`config.mk`:
```
export PLATFORM = sky130hd
export DESIGN_NAME = int_adder_arb
export DESIGN_NICKNAME = d
export VERILOG_FILES = /design/src/rtl/int_alu_pkg.sv /design/src/rtl/rr_arb.sv /design/src/rtl/int_adder_arb.sv
export SDC_FILE = /design/constraint.sdc
export NUM_CORES = 1
export LEC_CHECK = 0
export ABC_AREA = 1
export CAP_MARGIN = 15
export CORE_AREA = 10 10 154 156
export CTS_BUF_LIST = sky130_fd_sc_hd__clkbuf_8
export CTS_CLUSTER_SIZE = 25
export DETAILED_ROUTE_END_ITERATION = 7
export DIE_AREA = 0 0 164 166
export PLACE_DENSITY_LB_ADDON = 0.15
export SLEW_MARGIN = 0
export SYNTH_ARGS = -nofsm -noshare
export SYNTH_HDL_FRONTEND = slang
export SYNTH_SLANG_ARGS = --single-unit
export TNS_END_PERCENT = 5
```
`constraint.sdc`:
```
create_clock -name clk -period 8.1 [get_ports clk]
set_input_delay 1.62 -clock clk [delete_from_list [all_inputs] [get_ports clk]]
set_output_delay 1.62 -clock clk [all_outputs]
set_load 0.02 [all_outputs]
```
`src/rtl/int_alu_pkg.sv`:
```
// Shared definitions for the integer ALU arbiters: FSM encoding and operand slicing.
package int_alu_pkg;

  localparam logic [1:0] ST_IDLE = 2'd0;
  localparam logic [1:0] ST_WAIT = 2'd1;
  localparam logic [1:0] ST_RESP = 2'd2;

  typedef enum logic [1:0] {
    StIdle = ST_IDLE,
    StWait = ST_WAIT,
    StResp = ST_RESP
  } arb_state_e;

  // Low bit of requester idx's slice in a flat packed operand bus.
  function automatic int unsigned slice_lo(input int unsigned idx, input int unsigned width);
    return idx * width;
  endfunction

endpackage

```
`src/rtl/rr_arb.sv`:
```
// Combinational round-robin picker: first set request at or above ptr_i, wrapping.
module rr_arb #(
  parameter int unsigned NUM_REQ = 4,
  parameter int unsigned ID_W    = $clog2(NUM_REQ)
) (
  input  logic [NUM_REQ-1:0] req_i,
  input  logic [ID_W-1:0]    ptr_i,
  output logic [NUM_REQ-1:0] grant_o,
  output logic [ID_W-1:0]    grant_idx_o,
  output logic               any_o
);

  always_comb begin : p_search
    int unsigned idx;
    idx         = 0;
    grant_o     = '0;
    grant_idx_o = '0;
    any_o       = 1'b0;
    for (int unsigned k = 0; k < NUM_REQ; k++) begin
      idx = (32'(ptr_i) + k) % NUM_REQ;
      if (!any_o && req_i[idx]) begin
        any_o        = 1'b1;
        grant_o[idx] = 1'b1;
        grant_idx_o  = ID_W'(idx);
      end
    end
  end

endmodule

```
`src/rtl/int_adder_arb.sv`:
```
// Round-robin sequencer sharing one registered integer adder between NUM_REQ requesters.
module int_adder_arb
  import int_alu_pkg::*;
#(
  parameter int unsigned DATA_WIDTH = 32,
  parameter int unsigned NUM_REQ    = 4,
  parameter int unsigned ADD_LAT    = 1,
  parameter int unsigned ID_W       = $clog2(NUM_REQ)
) (
  input  logic                          clk,
  input  logic                          rst_n,
  input  logic [NUM_REQ-1:0]            req_valid,
  output logic [NUM_REQ-1:0]            req_ready,
  input  logic [NUM_REQ*DATA_WIDTH-1:0] req_a,
  input  logic [NUM_REQ*DATA_WIDTH-1:0] req_b,
  input  logic [NUM_REQ-1:0]            req_cin,
  output logic [NUM_REQ-1:0]            resp_valid,
  input  logic [NUM_REQ-1:0]            resp_ready,
  output logic [DATA_WIDTH-1:0]         resp_sum,
  output logic                          resp_cout,
  output logic [ID_W-1:0]               resp_id,
  output logic                          add_en,
  output logic [DATA_WIDTH-1:0]         add_a,
  output logic [DATA_WIDTH-1:0]         add_b,
  output logic                          add_cin,
  input  logic [DATA_WIDTH-1:0]         add_sum,
  input  logic                          add_cout,
  output logic                          busy
);

  localparam int unsigned CntW = 2;
  localparam logic [CntW-1:0] CntInit = CntW'((ADD_LAT > 1) ? ADD_LAT - 2 : 0);

  arb_state_e         state_q;
  logic [CntW-1:0]    cnt_q;
  logic [ID_W-1:0]    owner_q;
  logic [ID_W-1:0]    ptr_q;

  logic [NUM_REQ-1:0] grant;
  logic [ID_W-1:0]    grant_idx;
  logic [ID_W-1:0]    ptr_next;
  logic               any_req;
  logic               idle;
  logic               issue;

  rr_arb #(
    .NUM_REQ(NUM_REQ),
    .ID_W   (ID_W)
  ) u_rr_arb (
    .req_i      (req_valid),
    .ptr_i      (ptr_q),
    .grant_o    (grant),
    .grant_idx_o(grant_idx),
    .any_o      (any_req)
  );

  assign ptr_next = (32'(grant_idx) == NUM_REQ - 1) ? '0 : grant_idx + ID_W'(1);

  always_ff @(posedge clk or negedge rst_n) begin
    if (!rst_n) begin
      state_q <= StIdle;
      cnt_q   <= '0;
      owner_q <= '0;
      ptr_q   <= '0;
    end else begin
      unique case (state_q)
        StIdle: begin
          if (any_req) begin
            owner_q <= grant_idx;
            ptr_q   <= ptr_next;
            if (ADD_LAT == 1) begin
              state_q <= StResp;
            end else begin
              state_q <= StWait;
              cnt_q   <= CntInit;
            end
          end
        end
        StWait: begin
          if (cnt_q == '0) state_q <= StResp;
          else             cnt_q   <= cnt_q - CntW'(1);
        end
        StResp: begin
          if (resp_ready[owner_q]) state_q <= StIdle;
        end
        default: state_q <= StIdle;
      endcase
    end
  end

  // Gate with rst_n so nothing is granted while reset is held.
  assign idle  = (state_q == StIdle) & rst_n;
  assign issue = idle & any_req;

  assign req_ready = idle ? grant : '0;
  assign add_en    = issue;
  assign add_a     = issue ? req_a[slice_lo(32'(grant_idx), DATA_WIDTH) +: DATA_WIDTH] : '0;
  assign add_b     = issue ? req_b[slice_lo(32'(grant_idx), DATA_WIDTH) +: DATA_WIDTH] : '0;
  assign add_cin   = issue & req_cin[grant_idx];

  always_comb begin
    resp_valid = '0;
    if (state_q == StResp) resp_valid[owner_q] = 1'b1;
  end

  assign resp_id   = owner_q;
  assign resp_sum  = add_sum;
  assign resp_cout = add_cout;
  assign busy      = (state_q != StIdle);

endmodule

```
==> reports/metrics.sh, run 1 <==
MAX-SLEW-MARGIN-REL=0.3828
TRITONCTS='built'
MIN-DELAY-PATH-CLASS='flip-flop to flip-flop'
DESIGN.FINAL.NETS=1449
ROW_COUNT=53
REQUIRED_NS=6.48
CP_DATA_ARRIVAL_TIME_NS=5.07
SETUP.WORST_PATH.START_CLASS='primary input'
GRT_SETUP_UNREPAIRED='false'
DRT-VIAS-PER-INSTANCE=4.418
HOLDCRITSTARTPOINT='resp_id[1]$_DFFE_PN0P_'
BUFFER_PORTS.INSERTED=346
FINAL.SETUP.WORST_SLACK_NS=1.410
CTS_SETUP_BUFFERS=0
GLOBALPLACE.CONGESTION=0.8195
REG2REG_TO='ptr_q[1]$_DFFE_PN0P_'
DRT_FIRST_PASS_ITERS=4
R2R.WORST_PATH.CELLS=12
PATH_CLASS='primary input to output port'
SYNTH-SEQ-AREA-SHARE=0.02820
WORST-SLEW-PIN-TRANSITION_NS=0.9258
INITIAL_UTILIZATION=0.2144
ASYNC_RESET_FF_FRAC=1.000
SYNTH.TOP_CELLS.BY_AREA='sky130_fd_sc_hd__nand3_1, sky130_fd_sc_hd__inv_1, sky130_fd_sc_hd__nand2_1'
CLKLATENCYLATEPIN_NS=0.22
RUN_STATUS='complete, no violations'
SYN_TO_FINAL_GROWTH_PCT=75.21
DIE_HEIGHT_UM=166
POST-SYNTH-TOP-COUNT-CELL='sky130_fd_sc_hd__inv_1'
SYNTHESIS.AREA_MM2=0.004437
POWER.IR.VDD_WORST_mV=0.3828
HPWLAFTERDP_UM=18940
SYNTH_TOP_CELLS_BY_COUNT='sky130_fd_sc_hd__inv_1, sky130_fd_sc_hd__nand3_1, sky130_fd_sc_hd__nand2_1'
POST_SYNTH_INST_COUNT=875
GRT_PASS1_WL_UM=36510
CTSHOLDBUFFERS=0
CLK_TRANSITION_REPORTED_PATHS_NS=0.04
TIMING.MAX_CAP.VIOLATIONS=0
SETUP_VIOL=0
TIMING.CRITICAL_PATH.FANOUT_MAX=89
SYNTH_ENABLE_FLOP_CELLS=0
CTS-HTREE-LEVELS=1
CLOCK_PATH_BUFFERS=2
SYNTH.TOP_CELL.AREA_SHARE=0.2335
TRITONCTS_BUFFERS=3
P_PER_AREA_mW_PER_MM2=399.2
FINAL_HOLD_VIOL_COUNT=0
GROUTE.USAGE.OVERALL=0.1661
DR_TOTAL_VIAS=6243
YOSYS_REGISTER_BITS=5
DRC_ERRORS=0
FINALCRITPERIODSHARE=0.8259
FINAL_MAX_SLEW_VIOL_COUNT=0
POSTSYNTHAREAPERCELL_UM2=5.071
CLKSINKCOUNT=5
DRIVE_GT1_FRAC=0.02551
ROUTED_WL_UM=24310
FP.COREAREA_MM2=0.02069
HOLD-PATH-ENDPOINT='resp_id[1]$_DFFE_PN0P_'
FINCLKSKEW_NS=0.001643
DP_SLACK_NS=1.347
SYNTHESIS.YOSYS.WARNINGS=0
FLOORPLAN.DIE.WIDTH_UM=164
DIE-AREA_MM2=0.02722
CTS_RESIZED=0
WORSTHOLDPATHCELLS=2
POSTSYNTH.TOPFLOPCELL='sky130_fd_sc_hd__dfrtp_1'
WORSTREG2REGSTART='ptr_q[0]$_DFFE_PN0P_'
FILL_CELLS=2335
GRT-OVFL-TOTAL=0
TOP_LEVEL_PORTS=413
SYNTH.NET_COUNT=1186
ENDPOINT_KIND='output port'
MIN_PERIOD_NS=6.690
ROOT_BUFFER='sky130_fd_sc_hd__clkbuf_8'
POST_DRT_WL_PER_CELL_UM=17.21
SETUP.REG_TO_REG.WORST_SLACK_NS=4.59
INITIAL_ANTENNA_VIOLATION_COUNT=1
FIRST_GLOBAL_VIAS=6172
SETUP_TOTAL_NEGATIVE_SLACK_NS=0
INITIALDRTVIOLATIONCOUNT=417
SYNTH_LARGEST_AREA_CELL='sky130_fd_sc_hd__nand3_1'
LEAKAGEPOWER_nW=3.828
FMAXACHIEVABLE_MHz=149.5
DETAIL-ROUTE-ANTENNA-NETS=0
GRT_MAX_DEGREE=90
COUNT_OF_DISTINCT_CELL_TYPES_IN_THE_SYNTHESIZED_NETLIST=29
-- per-stage QoR --
| step | power [mW] | instances | instance area, µm² | hold WS [ns] | utilization |
|---|---|---|---|---|---|
| floorplan | 2.214 | 875 | 4437 | 0.6350 | - |
| global placement | 3.119 | 1408 | 7726 | 0.5988 | 0.3734 |
| detailed placement | 3.119 | 1408 | 7726 | 0.6095 | 0.3734 |
| CTS | 3.171 | 1412 | 7771 | 0.6179 | 0.3756 |
| global route | 3.473 | 1413 | 7774 | 0.6727 | 0.3757 |
| finish | 3.103 | 1413 | 7774 | 0.6161 | 0.3757 |
-- cell type report --
type / instances / area, µm² / share of cell area
tap: 275 / 344.1 / 0.04426
clock inverter: 1 / 3.754 / 0.0004829
multi-input combinational: 552 / 2864 / 0.3684
inverter: 221 / 837.1 / 0.1077
timing repair buffer: 355 / 3556 / 0.4574
clock buffer: 3 / 41.29 / 0.005311
antenna: 1 / 2.502 / 0.0003219
sequential: 5 / 125.1 / 0.01610
-- cell usage in the layout (no fill, tap or decap), drive strengths merged, types with 3 or more instances in the layout --
cell / instances
a21oi: 69
buf: 9
clkbuf: 3
clkdlybuf4s50: 346
dfrtp: 5
ha: 8
inv: 222
nand2: 172
nand3: 209
nand3b: 66
nor2: 10
nor3: 4
o211ai: 3
o21ai: 4
-- how the worst max path moves through the flow --
stage                 startpoint  slack [ns]   endpoint  depth (start not counted)
floorplan           req_valid[3]        3.43  add_b[10]                         13
CTS                 req_valid[2]        1.34  add_b[11]                         12
finish              req_valid[2]        1.41   add_a[1]                         13
global placement    req_valid[2]        1.37  add_b[11]                         12
global route        req_valid[2]        1.07   add_a[2]                         13
detailed placement  req_valid[2]        1.35  add_b[11]                         12
-- power breakdown --
part / switching, mW / leakage (nW) / internal, mW
Combinational: 1.93 / 3.74 / 1.06
Sequential: 0.0330 / 0.0594 / 0.0384
Clock: 0.0123 / 0.0269 / 0.0325
-- logic make-up after synthesis --
kind of cell | count (synthesis) | synth area share
and+or+nand+nor | 462 | 0.5203
buffers and inverters | 318 | 0.3308
AOI/OAI and AO/OA | 82 | 0.09814
adders and majority gates | 8 | 0.02256
DFF | 5 | 0.02820
-- sequential cells by signal, indices dropped and copies added (netlist names) --
register  cells
state_q       1
ptr_q         2
resp_id       2
-- layer usage --
metal,vias to the layer above,share of wire,global-route usage
met5,-,0,0
li1,3212,-,-
met2,251,0.49,0.2932
met4,0,0.023,0.03614
met3,32,0.092,0.05354
met1,2748,0.40,0.1892
-- worst max-delay path, stage by stage --
cell and delay (ns):
sky130_fd_sc_hd__clkdlybuf4s50_1 0.51, sky130_fd_sc_hd__nand2_1 0.10, sky130_fd_sc_hd__nand3_1 0.13, sky130_fd_sc_hd__nand2_2 0.11, sky130_fd_sc_hd__nor2_2 0.18, sky130_fd_sc_hd__nor2_2 0.06
sky130_fd_sc_hd__nand2_4 0.42, sky130_fd_sc_hd__nand2_4 0.42, sky130_fd_sc_hd__buf_12 0.36, sky130_fd_sc_hd__nand2_1 0.12, sky130_fd_sc_hd__nand3_1 0.07, sky130_fd_sc_hd__a21oi_1 0.25
sky130_fd_sc_hd__clkdlybuf4s50_1 0.66
Power figures use the tool's default switching activity.
==> run 2, diff against run 1 <==
Settings changed: CORE_AREA 10 10 154 156 to 10 10 151 153, DIE_AREA 0 0 164 166 to 0 0 161 163.
Clock period 8.1 ns to 5.75 ns, I/O delays scaled along.
==> reports/metrics.sh, run 2 (synthesis gave the netlist of run 1 again) <==
TOP_LEVEL_PORTS=413
SYN_TO_FINAL_GROWTH_PCT=76.71
PATH_CLASS='primary input to output port'
GRT_PASS1_WL_UM=35710
INITIAL_UTILIZATION=0.2229
DESIGN.FINAL.NETS=1454
WORST-SLEW-PIN-TRANSITION_NS=0.8217
MIN-DELAY-PATH-CLASS='flip-flop to flip-flop'
FINAL_HOLD_VIOL_COUNT=0
MULTIINPUTGATEAREA_MM2=0.002864
DIE_HEIGHT_UM=163
CLK_TRANSITION_REPORTED_PATHS_NS=0.03
P_PER_AREA_mW_PER_MM2=570.3
CLOCK_POWER_SHARE=0.014
FINAL_MAX_SLEW_VIOL_COUNT=0
RELATIVE_CONTRIBUTION_OF_SEQUENTIAL_CELLS_TO_TOTAL_POWER=0.019
CRITICAL_PATH.SLOWEST_CELL='sky130_fd_sc_hd__clkdlybuf4s50_1'
CP_DATA_ARRIVAL_TIME_NS=3.96
LAYOUT_COMMONEST_CELL='sky130_fd_sc_hd__clkdlybuf4s50_1'
FIN_UTIL=0.3938
FLOORPLAN.DIE.WIDTH_UM=161
REQUIRED_NS=4.60
GRT_MAX_DEGREE=73
CTS_RESIZED=0
MIN_PERIOD_NS=5.109
SETUP_TOTAL_NEGATIVE_SLACK_NS=0
RUN_STATUS='complete, no violations'
LEAKAGEPOWER_nW=3.867
FP.COREAREA_MM2=0.01991
FIRST_GLOBAL_VIAS=6187
REGAREA_UM2=125.1
CTSHOLDBUFFERS=0
FINALCRITPERIODSHARE=0.8885
FILL_CELLS=2247
ROOT_BUFFER='sky130_fd_sc_hd__clkbuf_8'
GRT-OVFL-TOTAL=0
HOLDCRITSTARTPOINT='resp_id[1]$_DFFE_PN0P_'
DIE-AREA_MM2=0.02624
FMAXACHIEVABLE_MHz=195.7
FINCLKSKEW_NS=0.003729
INSERTEDDIODECOUNT=0
WORST_SETUP_PATH_STARTPOINT='req_valid[3]'
CLOCK_PATH_BUFFERS=2
WORSTREG2REGSTART='ptr_q[1]$_DFFE_PN0P_'
TIMING.MAX_CAP.VIOLATIONS=0
SWITCHING_POWER_mW=2.804
TIMING.CRITICAL_PATH.FANOUT_MAX=42
SETUP.WORST_PATH.START_CLASS='primary input'
CRITICAL-PATH-TOP-DELAY-FAMILY='buffers and inverters'
P_INT_mW=1.667
TRITONCTS='built'
SETUP_VIOL=0
ENDPOINT_KIND='output port'
INITIAL_ANTENNA_VIOLATION_COUNT=0
DRT_FIRST_PASS_ITERS=4
GLOBALPLACE.CONGESTION=0.8168
CLKLATENCYLATEPIN_NS=0.22
TOTAL_POWER_mW=4.471
SWITCHING_SHARE=0.6271
BUFFER_PORTS.INSERTED=346
LEADING_CELL_TYPES_IN_THE_LAYOUT_FILL_AND_TAPS_EXCLUDED='sky130_fd_sc_hd__clkdlybuf4s50_1, sky130_fd_sc_hd__inv_1, sky130_fd_sc_hd__nand3_1'
ROW_COUNT=52
CLKSINKCOUNT=5
TIMING.CRITICAL_PATH.SLOWEST_CELL_DELAY_NS=0.65
CTS_SETUP_BUFFERS=0
FIN_WORST_HOLD_SLACK_NS=0.6332
SHARE_COMB_OF_TOTAL_POWER=0.967
POWER.IR.VDD_WORST_mV=0.7420
DRT-VIAS-PER-INSTANCE=4.420
POST_DRT_WL_PER_CELL_UM=16.94
HPWLAFTERDP_UM=18720
DETAIL-ROUTE-ANTENNA-NETS=0
ROUTED_WL_UM=23920
DRC_ERRORS=0
INITIALDRTVIOLATIONCOUNT=420
DRIVE_GT1_FRAC=0.02977
DR_TOTAL_VIAS=6241
PATH_BUF_INV=6
TRITONCTS_BUFFERS=3
CTS-HTREE-LEVELS=1
GROUTE.USAGE.OVERALL=0.1677
GRT_SETUP_UNREPAIRED='false'
MAX-SLEW-MARGIN-REL=0.4522
CRITICAL-PATH-TOP-CELL-BY-COUNT='sky130_fd_sc_hd__clkdlybuf4s50_1'
CRIT_PATH_CELL_TRACE='clkdlybuf4s50_1 > inv_1 > nand2_1 > nand3_2 > nand2_4 > inv_4 > nand4_4 > inv_2 > nor2_1 > nor2_4 > buf_4 > nand3_1 > a21oi_1 > clkdlybuf4s50_1'
==> run 2: cell count changes in the layout (fill, tap and decap cells not counted) <==
cell,before,now
sky130_fd_sc_hd__buf_12,2,5
sky130_fd_sc_hd__buf_4,7,9
sky130_fd_sc_hd__diode_2,1,0
==> run 2: final cells by class <==
class | instances | share of cell area
clock buffer | 3 | 0.005267
clock inverter | 1 | 0.0004788
inverter | 221 | 0.1068
multi-input combinational | 552 | 0.3653
sequential | 5 | 0.01596
tap | 270 | 0.04309
timing repair buffer | 360 | 0.4631
==> run 2: final timing paths <==
check | to | slack, ns | depth (start not counted)
min in group asynchronous | ptr_q[0]$_DFFE_PN0P_ | 1.16 | 1
worst min-delay path | resp_id[1]$_DFFE_PN0P_ | 0.63 | 2
max in group asynchronous | resp_id[1]$_DFFE_PN0P_ | 4.39 | 1
worst min register to register | resp_id[1]$_DFFE_PN0P_ | 0.63 | 2
worst max register to register | ptr_q[1]$_DFFE_PN0P_ | 2.96 | 12
worst max-delay path | add_b[31] | 0.64 | 14
==> run 2: layer usage <==
layer  share of wire  wire [µm]  vias to the layer above  track usage
met5               0          0                        -            0
met4           0.026        631                        0      0.04839
met3           0.077       1833                       38      0.04676
met2            0.50      12020                      228       0.3070
met1            0.39       9440                     2752       0.1848
li1                -          -                     3223            -
==> run 2: worst min-delay path: stages, from the launching register on <==
cell and delay (ns):
sky130_fd_sc_hd__dfrtp_1 0.45, sky130_fd_sc_hd__nand2_1 0.08, sky130_fd_sc_hd__o21ai_0 0.07
==> run 2: through the flow <==
stage,cell area [µm²],cells,worst slack [ns]
after floorplan,4437,875,2.025
after CTS,7840,1412,0.5985
final,7840,1412,0.6412
after detailed placement,7795,1408,0.5973
after global placement,7795,1408,0.5927
after global routing,7840,1412,0.3981
==> run 2: power by group through the flow <==
| stage | Sequential (mW) | Combinational [mW] | Clock (mW) |
|---|---|---|---|
| after global placement | 0.0841 | 4.39 | 0 |
| after detailed placement | 0.0843 | 4.39 | 0 |
| after CTS | 0.0840 | 4.42 | 0.0649 |
| after floorplan | 0.0900 | 3.03 | 0 |
| after global routing | 0.0871 | 4.82 | 0.0684 |
| final | 0.0836 | 4.32 | 0.0630 |
